`src/rtl/pipeline_defs.sv`:
```
// rtl/pipeline_defs.sv - shared forwarding codes, zero-register index and scoreboard slot flag layout
package pipeline_defs;

    localparam logic [1:0] FWD_IDEX  = 2'b00;
    localparam logic [1:0] FWD_EXMEM = 2'b10;
    localparam logic [1:0] FWD_MEMWB = 2'b01;

    localparam int REG_ZERO = 0;

    // Per-slot control flags; register addresses are appended by the user
    // because their width is a module parameter.
    typedef struct packed {
        logic valid;
        logic reg_write;
        logic mem_read;
        logic uses_rs;
        logic uses_rt;
    } slot_flags_t;

endpackage

```
`src/rtl/hazard_match.sv`:
```
// rtl/hazard_match.sv - combinational compare of one scoreboard slot against one register address
module hazard_match
    import pipeline_defs::*;
#(
    parameter int REG_ADDR_BITS = 5
) (
    input  logic                     valid,
    input  logic                     reg_write,
    input  logic [REG_ADDR_BITS-1:0] w_addr,
    input  logic [REG_ADDR_BITS-1:0] r,
    output logic                     hit
);

    // Register zero is hardwired, so a write to it never creates a dependency.
    assign hit = valid & reg_write & (w_addr == r) & (r != REG_ADDR_BITS'(REG_ZERO));

endmodule

```
`src/rtl/pipeline_hazard_unit.sv`:
```
// rtl/pipeline_hazard_unit.sv - load-use stall, branch flush and EX forwarding control; HAZARD_FORWARD_EN enables forwarding
module pipeline_hazard_unit
    import pipeline_defs::*;
#(
    parameter int REG_ADDR_BITS = 5,
    parameter int CNT_WIDTH     = 16,
    parameter int RF_BYPASS     = 1
) (
    input  logic                     clk,
    input  logic                     reset_n,
    input  logic                     id_valid,
    input  logic [REG_ADDR_BITS-1:0] id_rs_addr,
    input  logic [REG_ADDR_BITS-1:0] id_rt_addr,
    input  logic                     id_uses_rs,
    input  logic                     id_uses_rt,
    input  logic                     id_reg_write,
    input  logic                     id_mem_read,
    input  logic [REG_ADDR_BITS-1:0] id_w_addr,
    input  logic                     branch_taken,
    output logic                     pc_hold,
    output logic                     ifid_hold,
    output logic                     idex_bubble,
    output logic                     flush_ifid,
    output logic                     flush_idex,
    output logic                     flush_exmem,
    output logic [1:0]               fwd_a,
    output logic [1:0]               fwd_b,
    output logic [CNT_WIDTH-1:0]     stall_count,
    output logic [CNT_WIDTH-1:0]     flush_count
);

    typedef struct packed {
        slot_flags_t              f;
        logic [REG_ADDR_BITS-1:0] w_addr;
        logic [REG_ADDR_BITS-1:0] rs;
        logic [REG_ADDR_BITS-1:0] rt;
    } slot_t;

    localparam logic [CNT_WIDTH-1:0] CNT_MAX = '1;

    slot_t ex_q, mem_q, wb_q, id_slot;
    logic  id_rs_ex, id_rs_mem, id_rs_wb;
    logic  id_rt_ex, id_rt_mem, id_rt_wb;
    logic  h_rs, h_rt, hz, stall;

    // Pack the ID-stage instruction into the slot layout it will occupy in EX.
    always_comb begin
        id_slot             = '0;
        id_slot.f.valid     = id_valid;
        id_slot.f.reg_write = id_reg_write;
        id_slot.f.mem_read  = id_mem_read;
        id_slot.f.uses_rs   = id_uses_rs;
        id_slot.f.uses_rt   = id_uses_rt;
        id_slot.w_addr      = id_w_addr;
        id_slot.rs          = id_rs_addr;
        id_slot.rt          = id_rt_addr;
    end

    hazard_match #(.REG_ADDR_BITS(REG_ADDR_BITS)) u_rs_ex (
        .valid(ex_q.f.valid), .reg_write(ex_q.f.reg_write), .w_addr(ex_q.w_addr),
        .r(id_rs_addr), .hit(id_rs_ex));
    hazard_match #(.REG_ADDR_BITS(REG_ADDR_BITS)) u_rs_mem (
        .valid(mem_q.f.valid), .reg_write(mem_q.f.reg_write), .w_addr(mem_q.w_addr),
        .r(id_rs_addr), .hit(id_rs_mem));
    hazard_match #(.REG_ADDR_BITS(REG_ADDR_BITS)) u_rs_wb (
        .valid(wb_q.f.valid), .reg_write(wb_q.f.reg_write), .w_addr(wb_q.w_addr),
        .r(id_rs_addr), .hit(id_rs_wb));
    hazard_match #(.REG_ADDR_BITS(REG_ADDR_BITS)) u_rt_ex (
        .valid(ex_q.f.valid), .reg_write(ex_q.f.reg_write), .w_addr(ex_q.w_addr),
        .r(id_rt_addr), .hit(id_rt_ex));
    hazard_match #(.REG_ADDR_BITS(REG_ADDR_BITS)) u_rt_mem (
        .valid(mem_q.f.valid), .reg_write(mem_q.f.reg_write), .w_addr(mem_q.w_addr),
        .r(id_rt_addr), .hit(id_rt_mem));
    hazard_match #(.REG_ADDR_BITS(REG_ADDR_BITS)) u_rt_wb (
        .valid(wb_q.f.valid), .reg_write(wb_q.f.reg_write), .w_addr(wb_q.w_addr),
        .r(id_rt_addr), .hit(id_rt_wb));

`ifdef HAZARD_FORWARD_EN
    logic ex_rs_mem, ex_rs_wb, ex_rt_mem, ex_rt_wb;

    // With forwarding only a load still in EX cannot supply its result in time.
    assign h_rs = id_rs_ex & ex_q.f.mem_read;
    assign h_rt = id_rt_ex & ex_q.f.mem_read;

    hazard_match #(.REG_ADDR_BITS(REG_ADDR_BITS)) u_exrs_mem (
        .valid(mem_q.f.valid), .reg_write(mem_q.f.reg_write), .w_addr(mem_q.w_addr),
        .r(ex_q.rs), .hit(ex_rs_mem));
    hazard_match #(.REG_ADDR_BITS(REG_ADDR_BITS)) u_exrs_wb (
        .valid(wb_q.f.valid), .reg_write(wb_q.f.reg_write), .w_addr(wb_q.w_addr),
        .r(ex_q.rs), .hit(ex_rs_wb));
    hazard_match #(.REG_ADDR_BITS(REG_ADDR_BITS)) u_exrt_mem (
        .valid(mem_q.f.valid), .reg_write(mem_q.f.reg_write), .w_addr(mem_q.w_addr),
        .r(ex_q.rt), .hit(ex_rt_mem));
    hazard_match #(.REG_ADDR_BITS(REG_ADDR_BITS)) u_exrt_wb (
        .valid(wb_q.f.valid), .reg_write(wb_q.f.reg_write), .w_addr(wb_q.w_addr),
        .r(ex_q.rt), .hit(ex_rt_wb));

    // EX operand select; the younger producer in EX/MEM wins over MEM/WB.
    always_comb begin
        fwd_a = FWD_IDEX;
        fwd_b = FWD_IDEX;
        if (ex_rs_mem & ex_q.f.uses_rs)
            fwd_a = FWD_EXMEM;
        else if (ex_rs_wb)
            fwd_a = FWD_MEMWB;
        if (ex_rt_mem & ex_q.f.uses_rt)
            fwd_b = FWD_EXMEM;
        else if (ex_rt_wb)
            fwd_b = FWD_MEMWB;
    end
`else
    // No forwarding paths: any in-flight producer must retire before the read.
    assign h_rs  = id_rs_ex | id_rs_mem | (id_rs_wb & (RF_BYPASS == 0));
    assign h_rt  = id_rt_ex | id_rt_mem | (id_rt_wb & (RF_BYPASS == 0));
    assign fwd_a = FWD_IDEX;
    assign fwd_b = FWD_IDEX;
`endif

    assign hz    = id_valid & ((id_uses_rs & h_rs) | (id_uses_rt & h_rt));
    assign stall = hz & ~branch_taken;

    assign pc_hold     = stall;
    assign ifid_hold   = stall;
    assign idex_bubble = stall;
    assign flush_ifid  = branch_taken;
    assign flush_idex  = branch_taken;
    assign flush_exmem = branch_taken;

    // Not every slot field feeds logic in every build; collect them here.
    logic unused_fields;
    assign unused_fields = ^{ex_q, mem_q, wb_q, id_rs_mem, id_rs_wb, id_rt_mem, id_rt_wb,
                             (RF_BYPASS == 0)};

    // Advance the in-flight scoreboard; stalls and flushes insert empty slots.
    always_ff @(posedge clk or negedge reset_n) begin
        if (!reset_n) begin
            ex_q  <= '0;
            mem_q <= '0;
            wb_q  <= '0;
        end else begin
            ex_q  <= (stall | branch_taken) ? '0 : id_slot;
            mem_q <= branch_taken ? '0 : ex_q;
            wb_q  <= mem_q;
        end
    end

    // Saturating debug counters of held cycles and taken branches.
    always_ff @(posedge clk or negedge reset_n) begin
        if (!reset_n) begin
            stall_count <= '0;
            flush_count <= '0;
        end else begin
            if (stall && stall_count != CNT_MAX)
                stall_count <= stall_count + CNT_WIDTH'(1);
            if (branch_taken && flush_count != CNT_MAX)
                flush_count <= flush_count + CNT_WIDTH'(1);
        end
    end

endmodule

```
`config.mk`:
```
export PLATFORM = sky130hd
export DESIGN_NAME = pipeline_hazard_unit
export DESIGN_NICKNAME = d
export VERILOG_FILES = /design/src/rtl/pipeline_defs.sv /design/src/rtl/hazard_match.sv /design/src/rtl/pipeline_hazard_unit.sv
export SDC_FILE = /design/constraint.sdc
export NUM_CORES = 1
export LEC_CHECK = 0
export ABC_CLOCK_PERIOD_IN_PS = 1900
export BUFFER_PORTS_ARGS = -buffer_cell sky130_fd_sc_hd__buf_2
export CAP_MARGIN = 20
export CORE_MARGIN = 2
export CORE_UTILIZATION = 30
export DETAILED_ROUTE_END_ITERATION = 8
export PLACE_DENSITY = 0.48
export SLEW_MARGIN = 20
export SYNTH_ARGS = -nofsm -noshare
export SYNTH_HDL_FRONTEND = slang
export SYNTH_HIERARCHICAL = 1
export SYNTH_SLANG_ARGS = --single-unit
export TNS_END_PERCENT = 50
```
`constraint.sdc`:
```
create_clock -name clk -period 1.9 [get_ports clk]
set_input_delay 0.095 -clock clk [delete_from_list [all_inputs] [get_ports clk]]
set_output_delay 0.095 -clock clk [all_outputs]
set_load 0.005 [all_outputs]
```
Word level (Yosys, flattened, before mapping)
Index checks and enable logic that the tools add are counted.
- flip-flop bits (word level): 59
- logic and storage cells: 46
- reductions and logical operators: 4
- equal/unequal tests: 6
- add/subtract/negate cells: 2
- muxes and demuxes: 2
- bitwise operators: 19
- operator list (kind ; count):
    $mux W20 ; 2
    $add A16 B1 Y16 const B ; 2
    $ne A16 B16 Y1 const B ; 2
    $eq A5 B5 Y1 ; 4
    $and A1 B1 Y1 ; 14
    $reduce_bool A5 Y1 ; 2
    $or A1 B1 Y1 ; 4
    $logic_and A1 B1 Y1 ; 2
    $not A1 Y1 ; 1

Logic depth before layout (Yosys ltp)
- depth after elaboration: 10
- mapped depth: 7
- gate-level depth less buffers: 7

Hierarchy
Netlist, hierarchy kept.
- modules (own cells, without submodules) (module ; times used ; cells an instance ; area each (um^2)):
    pipeline_hazard_unit ; 1 ; 184 ; 2130.8
    hazard_match ; 4 ; 10 ; 76.3

Least setup slack after synthesis
Ideal clock, no wire load.
- path type: register to register
- start: register mem_q[11] in the netlist's numbering
- end: register stall_count[1]
- arrival: 1.896 ns
- library setup time: 0.125 ns
- slack: -0.120 ns
- required time: 1.775 ns
- cell stages (with the launch flop): 8
- path buffers: 0
- cell sequence: dfrtp_1 nor4_1 o21ai_0 nor3b_2 o211ai_1 a21oi_2 nand2_1 mux2_2
- cells in the longest elaborated chain, start to end: 9
- elaborated cells on any way between the ends: 14
- ends and longest elaborated chain (what ; line ; source):
    start, declared ; pipeline_hazard_unit.sv:41 ; slot_t ex_q, mem_q, wb_q, id_slot;
    start signal, assigned ; pipeline_hazard_unit.sv:142 ; mem_q <= branch_taken ? '0 : ex_q;
    $eq A5 B5 Y1 ; hazard_match.sv:15 ; assign hit = valid & reg_write & (w_addr == r) & (r != REG_ADDR_BITS'(REG_ZERO));
    $and A1 B1 Y1 (2 in series) ; hazard_match.sv:15 ;
    net id_rs_mem ; pipeline_hazard_unit.sv:42 ; logic id_rs_ex, id_rs_mem, id_rs_wb;
    $or A1 B1 Y1 ; pipeline_hazard_unit.sv:113 ; assign h_rs = id_rs_ex | id_rs_mem | (id_rs_wb & (RF_BYPASS == 0));
    $and A1 B1 Y1 ; pipeline_hazard_unit.sv:119 ; assign hz = id_valid & ((id_uses_rs & h_rs) | (id_uses_rt & h_rt));
    $or A1 B1 Y1 ; pipeline_hazard_unit.sv:119 ;
    $and A1 B1 Y1 ; pipeline_hazard_unit.sv:119 ;
    $and A1 B1 Y1 ; pipeline_hazard_unit.sv:120 ; assign stall = hz & ~branch_taken;
    net idex_bubble ; pipeline_hazard_unit.sv:22 ; output logic idex_bubble,
    $logic_and A1 B1 Y1 ; pipeline_hazard_unit.sv:153 ; if (stall && stall_count != CNT_MAX)
    end signal, assigned ; pipeline_hazard_unit.sv:154 ; stall_count <= stall_count + CNT_WIDTH'(1);
    end, declared ; pipeline_hazard_unit.sv:28 ; output logic [CNT_WIDTH-1:0] stall_count,
The timed path passes the listed nets, and every way through them passes these cells.
A chain may end at the register's enable or synchronous reset.

Final worst setup path
- start: register mem_q[11] in the netlist's numbering
- end: register stall_count[11]
- cells in the longest elaborated chain, start to end: 9
- elaborated cells on any way between the ends: 14
- ends and longest elaborated chain (what ; line):
    $eq A5 B5 Y1 ; hazard_match.sv:15
    $and A1 B1 Y1 (2 in series) ; hazard_match.sv:15
    net id_rs_mem ; pipeline_hazard_unit.sv:42
    $or A1 B1 Y1 ; pipeline_hazard_unit.sv:113
    $and A1 B1 Y1 ; pipeline_hazard_unit.sv:119
    $or A1 B1 Y1 ; pipeline_hazard_unit.sv:119
    $and A1 B1 Y1 ; pipeline_hazard_unit.sv:119
    $and A1 B1 Y1 ; pipeline_hazard_unit.sv:120
    $logic_and A1 B1 Y1 ; pipeline_hazard_unit.sv:153
The timed path passes the listed nets, and every way through them passes these cells.

==> results.py <==
metrics = {
    "run_status": {
        "failed_checks": "negative setup slack",
        "status": "complete, but fails checks",
    },
    "floorplanning": {
        "floorplan.initialDensity_pct": 31.2,
        "fp.dieArea_um2": 8860,
        "core_um2": 7810,
        "boundaryPins": 65,
        "vertical_die_dimension_um": 94.1,
        "die_x_um": 94.1,
        "floorplan.rows": 32,
    },
    "clock_tree": {
        "clockRootBuffer": "sky130_fd_sc_hd__clkbuf_8",
        "htree_levels": 2,
        "cts_tree": "done",
        "cts-buffers-inserted": 5,
        "insertion_delay_ps": 300,
        "clock_pin_slew_reported_for_the_worst_setup_and_hold_paths_after_clock_tree_synthesis_ps": 90,
        "cts_sinks": 46,
        "clock_path_buffers": 2,
    },
    "power_and_ir_drop": {
        "powerDensity_nw_per_um2": 710,
        "peakVddDrop_mv": 0.315,
        "p_leak_nw": 1.47,
    },
    "grt": {
        "first_pass_grt_wire_length_um": 9180,
        "antenna_found_initial": 0,
        "grt_pass1_vias": 1909,
        "global_route.usage.total_pct": 13.3,
        "grt-ovfl-total": 0,
        "grt_start_max_net_pins": 22,
    },
    "synthesis": {
        "edff_count_synth": 0,
        "netlist_area_um2": 2440,
        "synth_seq_area_share_pct": 47.3,
        "syn-instance-count": 224,
        "synth_flop_cell": "sky130_fd_sc_hd__dfrtp_1",
        "synth_warnings": 6,
        "async_reset_ff_share_pct": 100,
        "post_synth.cell_area_avg_um2": 10.9,
        "ys_seq_elements": 46,
        "yosys.cell_types.count": 39,
    },
    "finish": {
        "finalNonFillerCells": 409,
        "finalCoreUtilization_pct": 41.3,
        "antenna-diode-count": 0,
        "multi_input_area_um2": 1280,
        "regArea_um2": 1160,
        "fraction_of_layout_cells_with_a_size_suffix_above_1_pct": 37.5,
        "num-nets-final": 331,
        "syn_to_final_growth_pct": 32.2,
        "layout_filler_cell_count": 787,
    },
    "drt": {
        "vias_per_cell": 4.79,
        "route.antenna.remaining_nets": 0,
        "post_drt_wl_per_cell_um": 13.5,
        "drt_iter0_drc": 60,
        "detail_route.first_pass.iterations": 4,
        "routed-via-count": 1960,
        "route.final.wire_length_um": 5540,
        "drt_drc_violations_left": 0,
    },
    "sta": {
        "maxSlewViolCount": 0,
        "final.setup_skew_ps": 6.67,
        "whs_ps": 40.9,
        "hold_viol": 0,
        "max_clock_freq_mhz": 459,
        "setup_slack_ps": -278,
        "fin_crit_ps": 2180,
        "setup_viol": 19,
        "grt_setup_unrepaired": "yes",
        "final_min_period_over_clock_period_pct": 115,
    },
    "worst_setup_path": {
        "cp.arrival_ps": 2370,
        "cp_max_fo": 6,
        "setup.worst_path.class": "register to register",
        "setup.worst_path.start_class": "register",
        "worstPathRequired_ps": 2090,
        "worst_setup_path_end_kind": "register",
    },
    "job": {
        "drv.max_cap_violation_count": 0,
    },
    "placed_design": {
        "place.gp.congestion": 0.765,
        "place_inst": 388,
        "detailed_place_hpwl_um": 4170,
        "io_buffers": 59,
    },
    "min_path": {
        "timing.hold.worst.class": "input pin to register",
    },
}
-- Yosys cell counts (4+ instances only) --
library cell,number,area (µm²)
sky130_fd_sc_hd__nor2_1,8,30.0
sky130_fd_sc_hd__o21ai_0,4,20.0
sky130_fd_sc_hd__nand4_1,14,87.6
sky130_fd_sc_hd__o2111ai_1,4,35.0
sky130_fd_sc_hd__nor2b_1,8,50.1
sky130_fd_sc_hd__nor3b_2,4,50.1
sky130_fd_sc_hd__and3_1,6,37.5
sky130_fd_sc_hd__inv_1,4,15.0
sky130_fd_sc_hd__buf_4,9,67.6
sky130_fd_sc_hd__nand3_1,12,60.1
sky130_fd_sc_hd__xor2_1,4,35.0
sky130_fd_sc_hd__nor4_1,6,37.5
sky130_fd_sc_hd__and4_1,5,43.8
sky130_fd_sc_hd__xnor2_1,36,315
sky130_fd_sc_hd__nand2_1,11,41.3
sky130_fd_sc_hd__and2_1,10,62.6
sky130_fd_sc_hd__dfrtp_1,46,1150
-- sequential cells by signal, indices dropped and copies added (netlist names) --
name and count:
ex_q 7, stall_count 16, flush_count 16, mem_q 7
-- critical path, stage by stage (launching register included) --
cell	delay (ps)
sky130_fd_sc_hd__dfrtp_2	450
sky130_fd_sc_hd__xnor2_1	160
sky130_fd_sc_hd__o2111ai_1	130
sky130_fd_sc_hd__nor3b_2	230
sky130_fd_sc_hd__o211ai_1	150
sky130_fd_sc_hd__buf_4	160
sky130_fd_sc_hd__a2111oi_4	460
sky130_fd_sc_hd__nand4_1	180
sky130_fd_sc_hd__xnor2_1	160
-- kinds of logic (layout without fill, tap and decap cells) --
| kind of cell | after synthesis | in the layout | synth area share (%) |
|---|---|---|---|
| compound gates | 21 | 21 | 7.60 |
| xor+xnor | 40 | 40 | 14.4 |
| fa+ha+maj | 2 | 2 | 1.03 |
| buf+inv | 17 | 97 | 4.11 |
| flops | 46 | 46 | 47.3 |
| mux | 3 | 3 | 1.54 |
| other cells | 1 | 4 | 0.154 |
| simple gates | 94 | 94 | 23.9 |
-- routing by layer --
layer  global-route usage, %  wire, µm  vias to the layer above
met2                    20.9      2610                       42
met5                       0         0                        -
met4                    3.99        65                        0
met1                    18.2      2610                      962
li1                        -         -                      951
met3                    3.05       253                        5
-- layout make-up --
cell class	count	area share, %
Multi-Input combinational cell	164	39.9
Sequential cell	46	35.9
Timing Repair Buffer	85	16.9
Tap cell	102	3.96
Clock buffer	7	2.68
Inverter	4	0.466
Clock inverter	1	0.155
-- final timing paths --
kind | end | cells after the start | slack, ps | start
min in group asynchronous | flush_count[7]$_DFFE_PN0P_ | 2 | 280 | reset_n
setup / recovery | stall_count[11]$_DFFE_PN0P_ | 8 | -280 | mem_q[11]$_DFF_PN0_
hold / removal | ex_q[19]$_DFF_PN0_ | 2 | 40 | id_valid
max in group asynchronous | mem_q[11]$_DFF_PN0_ | 3 | 990 | reset_n
setup reg to reg | stall_count[11]$_DFFE_PN0P_ | 8 | -280 | mem_q[11]$_DFF_PN0_
hold reg to reg | flush_count[15]$_DFFE_PN0P_ | 1 | 500 | flush_count[15]$_DFFE_PN0P_
-- power breakdown --
| part | internal (W) | switching (W) |
|---|---|---|
| Combinational | 0.000247 | 0.000220 |
| Clock | 0.000294 | 0.000342 |
| Sequential | 0.00107 | 0.000111 |
-- cell usage in the layout, fill, tap and decap left out, types with 2 or more instances in the layout --
cell type / n
sky130_fd_sc_hd__a21oi_1: 3
sky130_fd_sc_hd__a31oi_1: 3
sky130_fd_sc_hd__and2_1: 10
sky130_fd_sc_hd__and3_1: 6
sky130_fd_sc_hd__and4_1: 5
sky130_fd_sc_hd__buf_2: 56
sky130_fd_sc_hd__buf_4: 14
sky130_fd_sc_hd__buf_6: 8
sky130_fd_sc_hd__clkbuf_8: 6
sky130_fd_sc_hd__conb_1: 4
sky130_fd_sc_hd__dfrtp_1: 41
sky130_fd_sc_hd__dfrtp_2: 5
sky130_fd_sc_hd__dlygate4sd3_1: 7
sky130_fd_sc_hd__ha_1: 2
sky130_fd_sc_hd__inv_1: 4
sky130_fd_sc_hd__mux2_4: 2
sky130_fd_sc_hd__nand2_1: 10
sky130_fd_sc_hd__nand3_1: 8
sky130_fd_sc_hd__nand3_2: 4
sky130_fd_sc_hd__nand4_1: 14
sky130_fd_sc_hd__nand4b_1: 2
sky130_fd_sc_hd__nor2_1: 8
sky130_fd_sc_hd__nor2b_1: 8
sky130_fd_sc_hd__nor3_1: 3
sky130_fd_sc_hd__nor3b_2: 4
sky130_fd_sc_hd__nor4_1: 2
sky130_fd_sc_hd__nor4_2: 3
sky130_fd_sc_hd__o2111ai_1: 4
sky130_fd_sc_hd__o211ai_1: 2
sky130_fd_sc_hd__o21ai_0: 2
sky130_fd_sc_hd__o21ai_1: 2
sky130_fd_sc_hd__xnor2_1: 34
sky130_fd_sc_hd__xnor2_2: 2
sky130_fd_sc_hd__xor2_1: 4
-- timing repair --
item,in CTS,in global routing
hold buffers,6,1
hold endpoints to repair,24,1
pin swaps,21,13
endpoints found under the setup margin,26,26
setup buffers,6,1
resized for setup,12,16
-- through the flow --
stage / total power, W / TNS, ps / instance area (µm²) / worst slack [ps]
6_report: 0.00229 / -3340 / 3220 / -278
5_1_grt: 0.00242 / -5840 / 3220 / -426
4_1_cts: 0.00231 / -2940 / 3140 / -271
3_5_place_dp: 0.00166 / -3540 / 2890 / -279
3_3_place_gp: 0.00165 / -3220 / 2890 / -239
2_1_floorplan: 0.00144 / -410 / 2460 / -111
Note: power is estimated with default switching activity, not from simulation.
